--- config.mk ---
export PLATFORM = sky130hd
export DESIGN_NAME = pipe_fetch_unit
export DESIGN_NICKNAME = d
export VERILOG_FILES = /design/src/rtl/pipe_fetch_unit.sv
export SDC_FILE = /design/constraint.sdc
export NUM_CORES = 1
export LEC_CHECK = 0
export ABC_CLOCK_PERIOD_IN_PS = 7070
export BUFFER_PORTS_ARGS = -buffer_cell sky130_fd_sc_hd__buf_4
export CAP_MARGIN = 15
export CORE_ASPECT_RATIO = 1.1
export CORE_MARGIN = 2
export CORE_UTILIZATION = 54
export DETAILED_ROUTE_END_ITERATION = 6
export PLACE_DENSITY = 0.81
export SETUP_SLACK_MARGIN = 0.1
export SYNTH_ARGS = -nofsm -noshare
export SYNTH_HDL_FRONTEND = slang
export SYNTH_SLANG_ARGS = --single-unit
--- constraint.sdc ---
create_clock -name clk -period 7.07 [get_ports clk]
set_clock_uncertainty 0.2 [all_clocks]
set_input_delay 1.414 -clock clk [delete_from_list [all_inputs] [get_ports clk]]
set_output_delay 1.414 -clock clk [all_outputs]
set_load 0.1 [all_outputs]
--- src/rtl/pipe_fetch_unit.sv ---
// pipe_fetch_unit: IF stage owning the PC, issuing in-order imem requests and buffering instructions.
// Define FETCH_PERF_EN to add the perf_redirects / perf_starve counter outputs.
module pipe_fetch_unit #(
    parameter int unsigned     XLEN     = 64,
    parameter int unsigned     ILEN     = 32,
    parameter logic [XLEN-1:0] RESET_PC = '0,
    parameter int unsigned     FQ_DEPTH = 4
) (
    input  logic            clk,
    input  logic            reset,
    output logic            imem_req_valid,
    input  logic            imem_req_ready,
    output logic [XLEN-1:0] imem_req_addr,
    input  logic            imem_rsp_valid,
    input  logic [ILEN-1:0] imem_rsp_data,
    output logic            id_valid,
    input  logic            id_ready,
    output logic [ILEN-1:0] id_instr,
    output logic [XLEN-1:0] id_pc,
    input  logic            redirect_valid,
    input  logic [XLEN-1:0] redirect_pc
`ifdef FETCH_PERF_EN
    ,
    output logic [31:0]     perf_redirects,
    output logic [31:0]     perf_starve
`endif
);

    localparam int unsigned AW = (FQ_DEPTH > 1) ? $clog2(FQ_DEPTH) : 1;
    localparam int unsigned PW = AW + 1;

    typedef enum logic {
        S_FETCH = 1'b0,
        S_DRAIN = 1'b1
    } state_t;

    state_t              r_state;
    state_t              w_state_nxt;

    logic [XLEN-1:0]     r_fetch_pc;
    logic [PW-1:0]       r_alloc_ptr;
    logic [PW-1:0]       r_fill_ptr;
    logic [PW-1:0]       r_head_ptr;
    logic [PW-1:0]       r_drop_cnt;
    logic [XLEN-1:0]     r_slot_pc    [FQ_DEPTH];
    logic [ILEN-1:0]     r_slot_instr [FQ_DEPTH];
    logic [FQ_DEPTH-1:0] r_filled;
    logic [ILEN-1:0]     r_hold_instr;
    logic [XLEN-1:0]     r_hold_pc;

    logic [PW-1:0]       w_alloc_cnt;
    logic [PW-1:0]       w_outstanding;
    logic [PW-1:0]       w_rsp_inc;
    logic [PW-1:0]       w_drop_nxt;
    logic [AW-1:0]       w_alloc_idx;
    logic [AW-1:0]       w_fill_idx;
    logic [AW-1:0]       w_head_idx;
    logic                w_head_filled;
    logic                w_req_valid;
    logic                w_flush;
    logic                w_req_fire;
    logic                w_rsp_fill;
    logic                w_deq;
    logic [XLEN-1:0]     w_redirect_aligned;

    // Pointers carry one wrap bit so occupancy is a plain subtraction.
    assign w_alloc_cnt        = r_alloc_ptr - r_head_ptr;
    assign w_outstanding      = r_alloc_ptr - r_fill_ptr;
    assign w_alloc_idx        = r_alloc_ptr[AW-1:0];
    assign w_fill_idx         = r_fill_ptr[AW-1:0];
    assign w_head_idx         = r_head_ptr[AW-1:0];
    assign w_head_filled      = r_filled[w_head_idx];
    assign w_rsp_inc          = imem_rsp_valid ? PW'(1) : '0;
    assign w_redirect_aligned = redirect_pc & ~XLEN'(3);

    always_comb begin
        w_state_nxt = r_state;
        w_drop_nxt  = r_drop_cnt;
        w_req_valid = 1'b0;
        w_flush     = 1'b0;
        unique case (r_state)
            S_FETCH: begin
                w_req_valid = (w_alloc_cnt < PW'(FQ_DEPTH)) && !redirect_valid;
                if (redirect_valid) begin
                    w_flush = 1'b1;
                    // A same-cycle response belongs to the wrong path and counts as already dropped.
                    if (w_outstanding > w_rsp_inc) begin
                        w_drop_nxt  = w_outstanding - w_rsp_inc;
                        w_state_nxt = S_DRAIN;
                    end else begin
                        w_drop_nxt  = '0;
                    end
                end
            end
            S_DRAIN: begin
                if (imem_rsp_valid && (r_drop_cnt != '0)) begin
                    w_drop_nxt = r_drop_cnt - PW'(1);
                    if (r_drop_cnt == PW'(1)) begin
                        w_state_nxt = S_FETCH;
                    end
                end
            end
            default: begin
                w_state_nxt = S_FETCH;
            end
        endcase
    end

    always_ff @(posedge clk) begin
        if (reset) begin
            r_state <= S_FETCH;
        end else begin
            r_state <= w_state_nxt;
        end
    end

    assign imem_req_valid = w_req_valid && !reset;
    assign imem_req_addr  = reset ? RESET_PC : r_fetch_pc;
    assign id_valid       = w_head_filled && !redirect_valid && !reset;
    assign id_instr       = reset ? '0 : (w_head_filled ? r_slot_instr[w_head_idx] : r_hold_instr);
    assign id_pc          = reset ? '0 : (w_head_filled ? r_slot_pc[w_head_idx] : r_hold_pc);

    assign w_req_fire = imem_req_valid && imem_req_ready;
    assign w_rsp_fill = imem_rsp_valid && (r_state == S_FETCH) && !redirect_valid &&
                        (w_outstanding != '0);
    assign w_deq      = id_valid && id_ready;

    always_ff @(posedge clk) begin
        if (reset) begin
            r_fetch_pc   <= RESET_PC;
            r_alloc_ptr  <= '0;
            r_fill_ptr   <= '0;
            r_head_ptr   <= '0;
            r_drop_cnt   <= '0;
            r_filled     <= '0;
            r_hold_instr <= '0;
            r_hold_pc    <= '0;
        end else begin
            r_drop_cnt   <= w_drop_nxt;
            r_hold_instr <= id_instr;
            r_hold_pc    <= id_pc;

            if (redirect_valid) begin
                r_fetch_pc <= w_redirect_aligned;
            end else if (w_req_fire) begin
                r_fetch_pc <= r_fetch_pc + XLEN'(4);
            end

            if (w_flush) begin
                r_alloc_ptr <= '0;
                r_fill_ptr  <= '0;
                r_head_ptr  <= '0;
                r_filled    <= '0;
            end else begin
                if (w_req_fire) begin
                    r_alloc_ptr <= r_alloc_ptr + PW'(1);
                end
                // Fill and head slots are always distinct, so set/clear never collide.
                if (w_rsp_fill) begin
                    r_filled[w_fill_idx] <= 1'b1;
                    r_fill_ptr           <= r_fill_ptr + PW'(1);
                end
                if (w_deq) begin
                    r_filled[w_head_idx] <= 1'b0;
                    r_head_ptr           <= r_head_ptr + PW'(1);
                end
            end
        end
    end

    always_ff @(posedge clk) begin
        if (w_req_fire) begin
            r_slot_pc[w_alloc_idx] <= r_fetch_pc;
        end
        if (w_rsp_fill) begin
            r_slot_instr[w_fill_idx] <= imem_rsp_data;
        end
    end

`ifdef FETCH_PERF_EN
    always_ff @(posedge clk) begin
        if (reset) begin
            perf_redirects <= '0;
            perf_starve    <= '0;
        end else begin
            if (redirect_valid) begin
                perf_redirects <= perf_redirects + 32'd1;
            end
            if (id_ready && !id_valid) begin
                perf_starve <= perf_starve + 32'd1;
            end
        end
    end
`endif

`ifndef SYNTHESIS
    // A response with nothing outstanding is an imem protocol violation; the RTL ignores it.
    a_rsp_without_req: assert property (@(posedge clk) disable iff (reset)
        !(imem_rsp_valid && (r_state == S_FETCH) && (w_outstanding == '0)));
`endif

endmodule
# Word-level counts from Yosys, hierarchy flattened
# Memory sizes are Yosys's and may differ from the RTL's. A register that Yosys moved wholly into a read port is not among the register bits.
# Cells that the tools add are included.
# Widths: inputs -> output; s select.
[word_totals]
ramBits = 384
reg_bits = 177
input_bits = 102
memories = 2
[memory_table]
columns = ["memory", "depth", "width", "rd", "rd_clocked_by_memory_dff", "wr", "line", "rtl"]
rows = [
  ["r_slot_pc", 4, 64, 1, 1, 1, "45", "logic [XLEN-1:0] r_slot_pc [FQ_DEPTH];"],
  ["r_slot_instr", 4, 32, 1, 1, 1, "46", "logic [ILEN-1:0] r_slot_instr [FQ_DEPTH];"],
]
[classes]
mux = 38
n_eq_ne = 3
bitwise = 4
n_reduce_logical = 20
magnitude_cmp = 6
n_addsub = 8
[ops]
columns = ["op", "n"]
rows = [
  ["$mux 64", 5],
  ["$add 64x3->64 const B", 1],
  ["$mux 32", 2],
  ["$mux 4", 4],
  ["$mux 1", 15],
  ["$logic_and 1x1->1", 12],
  ["$add 3x1->3 const B", 3],
  ["$mux 3", 3],
  ["$mux 2", 4],
  ["$lt 2x3->1 const B", 2],
  ["$pmux 3 s2", 1],
  ["$reduce_bool 3->1", 2],
  ["$sub 3x3->3", 2],
  ["$and 4x4->4", 1],
  ["$demux 1 s2", 2],
  ["$ge 2x1->1 const B", 2],
  ["$not 4->4", 1],
  ["$or 4x4->4", 1],
  ["$reduce_or 2->1", 2],
  ["$eq 3x1->1 const B", 1],
  ["$gt 3x1->1", 1],
  ["$lt 3x3->1 const B", 1],
  ["$sub 3x1->3", 1],
  ["$sub 3x1->3 const B", 1],
  ["other kinds (8)", 9],
]

# Longest topological paths before layout
[logic_depth]
ltp_word = 10
mapped_depth = 10
depth_no_buf = 10

# Worst setup path before layout
# Ideal clock, no wire load.
[synth_timing]
path_type = "in2out"
from = "in redirect_valid"
to = "out imem_req_valid"
arrival_time_ps = 4862
setup_slack_ps = 594
required_time_ps = 5456
stages = 4
cell_sequence = "buf_4 clkbuf_1 clkbuf_1 nor4_1"
[synth_between]
elab_chain_len = 4
[synth_lines]
columns = ["item", "line", "rtl"]
rows = [
  ["start, declared", "20", "input logic redirect_valid,"],
  ["$logic_not 1->1", "83", "w_req_valid = (w_alloc_cnt < PW'(FQ_DEPTH)) && !redirect_valid;"],
  ["$logic_and 1x1->1", "83", ""],
  ["$mux 1", "81", "unique case (r_state)"],
  ["$logic_and 1x1->1", "117", "assign imem_req_valid = w_req_valid && !reset;"],
  ["end, declared", "11", "output logic imem_req_valid,"],
]
# Every way passes these cells.

# Worst setup path in the final report
[layout_timing]
from = "reg r_head_ptr[1]"
to = "out id_pc[43]"
[layout_between]
elab_chain_len = 4
[layout_lines]
columns = ["item", "line", "rtl"]
rows = [
  ["start, declared", "43", "logic [PW-1:0] r_head_ptr;"],
  ["start signal, assigned", "165", "r_head_ptr <= r_head_ptr + PW'(1);"],
  ["$bmux 1 s2", "72", "assign w_head_filled = r_filled[w_head_idx];"],
  ["$mux 1 (implied by the code)", "72", ""],
  ["$mux 64 (2 in series)", "121", "assign id_pc = reset ? '0 : (w_head_filled ? r_slot_pc[w_head_idx] : r_hold_pc);"],
  ["end, declared", "19", "output logic [XLEN-1:0] id_pc,"],
]
# Every way passes these cells. The select of a mux whose other input is x is not followed.

==> flow_summary.ini <==
[global_route]
overflow = 0
grt_pass1_vias = 15000
grt_use_total_pct = 25.6
grt_max_degree = 220
grt_pass1_wl_um = 84800
antenna_found_initial = 1

[worst_hold_path]
hp-start = r_hold_instr[5]
hold_end = r_hold_instr[5]
min_path_type = flip-flop to flip-flop
hold_depth = 2

[final_layout]
nNetsFinal = 2061
final_util_pct = 65.2
final_cell_count_no_fill = 2544
drive_gt1_share_pct = 24.8
syn_to_final_growth_pct = 19.0

[timing]
slew_violations = 0
whs_ns = 0.262
grt_setup_unrepaired = false
relSlewSlack_pct = 28.5
max_freq_ghz = 0.198
fin_crit_sh_pct = 71.5
hold_violations = 0
setup_viol = 0
finalSetupTns_ns = 0
worst_pin_slew_ns = 1.07
min_period_ns = 5.06

[power]
switching_share_pct = 21.9
max-vdd-ir-drop_uv = 169
pwr-share-seq_pct = 50.8
finalPower_uw = 7010
p_leak_uw = 0.00913
p_sw_uw = 1530
p_per_area_nw_per_um2 = 260
pwr-share-clk_pct = 43.6
p_comb_share_pct = 5.6
internal_power_uw = 5480

[yosys]
synth_area_um2 = 22700
yosys.area.top_type = edfxtp_1
ys_warn_count = 0
synth.avg_cell_area_um2 = 13.2
synth-seq-cells = 553
syn_inst = 1719
seq_area_frac_synth_pct = 65.4
synth_cell_types = 69
synth_edf_count = 376
synthTopCellsByArea = edfxtp_1 (50%), dfxtp_1 (16%), mux4_2 (9.3%), a21oi_1 (5.4%), nand2_1 (4.0%)
synth_top_area_share_pct = 49.8
ys.flop_type = edfxtp_1
synthArstFlopShare_pct = 0

[route]
vias_per_cell = 6.03
detail_route.wl_per_cell_um = 21.9
drc = 0
drtIter0Drc = 1515
dr_total_vias = 15300
top_layer = met4
drt-pass1-iter-count = 5
wl_met2_um = 27500
drtAntennaViolNets = 0
wl_um = 55700
wl_met1_um = 22200
wl_met3_um = 4200

[clock_tree]
cts-root-buf = clkbuf_16
cts_buffer_depth = 3
clock_sinks = 553
htreeDepth = 2
clk_latency_ns = 0.61
cts_tree = done
post-cts-setup-buffer-count = 0
hold_buffers = 0
cts-buffers-inserted = 53
postCtsResizedCells = 0
clkTransAtPathRegs_ns = 0.06

[floorplan]
fp.dieW_um = 199
dieArea_um2 = 43700
start_util_pct = 54.8
num_io_pins = 264
dieHeight_um = 219
core_area_um2 = 41400
rows = 78

[setup_path]
crit_fanout = 51
start_kind = flip-flop
path_class = flip-flop to primary output
r2r-start = r_state
crit_required_ns = 5.46
end_kind = primary output
crit_arrival_ns = 3.44
reg2regPathDepth = 5
r2r-end = r_slot_pc[1][39]
reg2reg_setup_slack_ns = 3.34

[status]
status = finished, final reports clean

[place]
hpwl_um = 33600
dp_cells = 2442
gp_congestion = 0.813
port_buffers = 259

[run]
cap_viol_max_count = 0
==> critical path, cell delays in order (launching register included) <==
cell and delay [ns]:
dfxtp_1 0.45, mux2i_1 0.36, mux2_4 0.63, buf_4 0.63
nand2_1 0.19, a21oi_1 0.24, buf_4 0.33
==> placed cells by master (no fill, tap or decap), types with 15 or more instances in the layout <==
cell,count
edfxtp_1,376
nor3_1,21
clkbuf_16,55
a21oi_1,244
nand3_1,33
ha_1,20
xnor2_1,15
o21ai_0,30
a31oi_1,21
inv_1,18
and3_1,16
dfxtp_1,175
nor2_1,55
mux4_2,94
nand4_1,24
buf_4,275
nor2b_1,56
nand2_1,242
==> cells in the mapped netlist, drive strengths merged (5+ instances only) <==
cell	count
edfxtp	376
nand2	245
nand4	24
xor2	6
o21ai	32
o22ai	10
a2bb2oi	6
dfxtp	177
and2	20
and3	16
xnor2	15
nor3	22
nor2b	57
a21oi	244
nor2	57
and4	10
mux2i	8
or3	7
buf	31
a31oi	21
o211ai	11
nor4	13
mux2	5
clkbuf	85
ha	20
mux4	94
nand3	35
inv	18
or2	5
==> metal layers <==
layer	track usage (%)	vias to the layer above
met5	0	-
met4	10.7	0
met3	3.83	119
met2	42.4	727
met1	34.1	7606
li1	-	6889
==> state kept, by name, indices dropped and copies added (netlist names), named ones only <==
register,flops
r_alloc_ptr,3
r_drop_cnt,3
r_fetch_pc,62
r_fill_ptr,3
r_filled,4
r_head_ptr,3
r_hold_instr,32
r_hold_pc,64
r_slot_instr,128
r_slot_pc,248
r_state,1
==> stage by stage <==
step / area (um^2) / worst slack (ns)
final: 27000 / 2.01
after global routing: 27000 / 1.75
after CTS: 27000 / 1.93
after detailed placement: 25100 / 2.06
after global placement: 25100 / 2.07
after floorplan: 22700 / 0.594
==> how the worst max path moves through the flow <==
stage          slack [ns]  depth (start not counted)                to      startpoint
2_1_floorplan        0.59                          4    imem_req_valid  redirect_valid
3_3_place_gp         2.07                          6  r_slot_pc[3][36]           reset
3_5_place_dp         2.06                          6  r_slot_pc[1][36]           reset
4_1_cts              1.93                          6         id_pc[43]   r_head_ptr[1]
5_1_grt              1.75                          6         id_pc[43]   r_head_ptr[1]
6_report             2.01                          6         id_pc[43]   r_head_ptr[1]
==> area by class of cell <==
class	count	area (um^2)
flip-flops and latches	553	14800
fillers	2960	14400
multi-input cells	1033	7330
repair buffers	279	2150
clock buffers	81	1600
well taps	560	701
clock inverters	19	307
inverters	18	67.6
diodes	1	2.50
==> power by group through the flow <==
stage | combinational, uW | clock (uW) | sequential (uW)
floorplan | 270 | 0 | 3600
global placement | 380 | 0 | 3620
detailed placement | 389 | 0 | 3630
CTS | 392 | 3100 | 3560
global route | 414 | 3220 | 3570
finish | 393 | 3060 | 3560
==> kinds of logic after synthesis <==
group | share of synthesized area [%]
XOR/XNOR | 0.910
adder cells (fa/ha/maj) | 1.19
multiplexers | 9.97
AO/OA/AOI/OAI | 8.77
flip-flops | 65.4
AND/OR/NAND/NOR | 11.3
other | 0.0165
buffers and inverters | 2.46
Power figures use the tool's default switching activity.
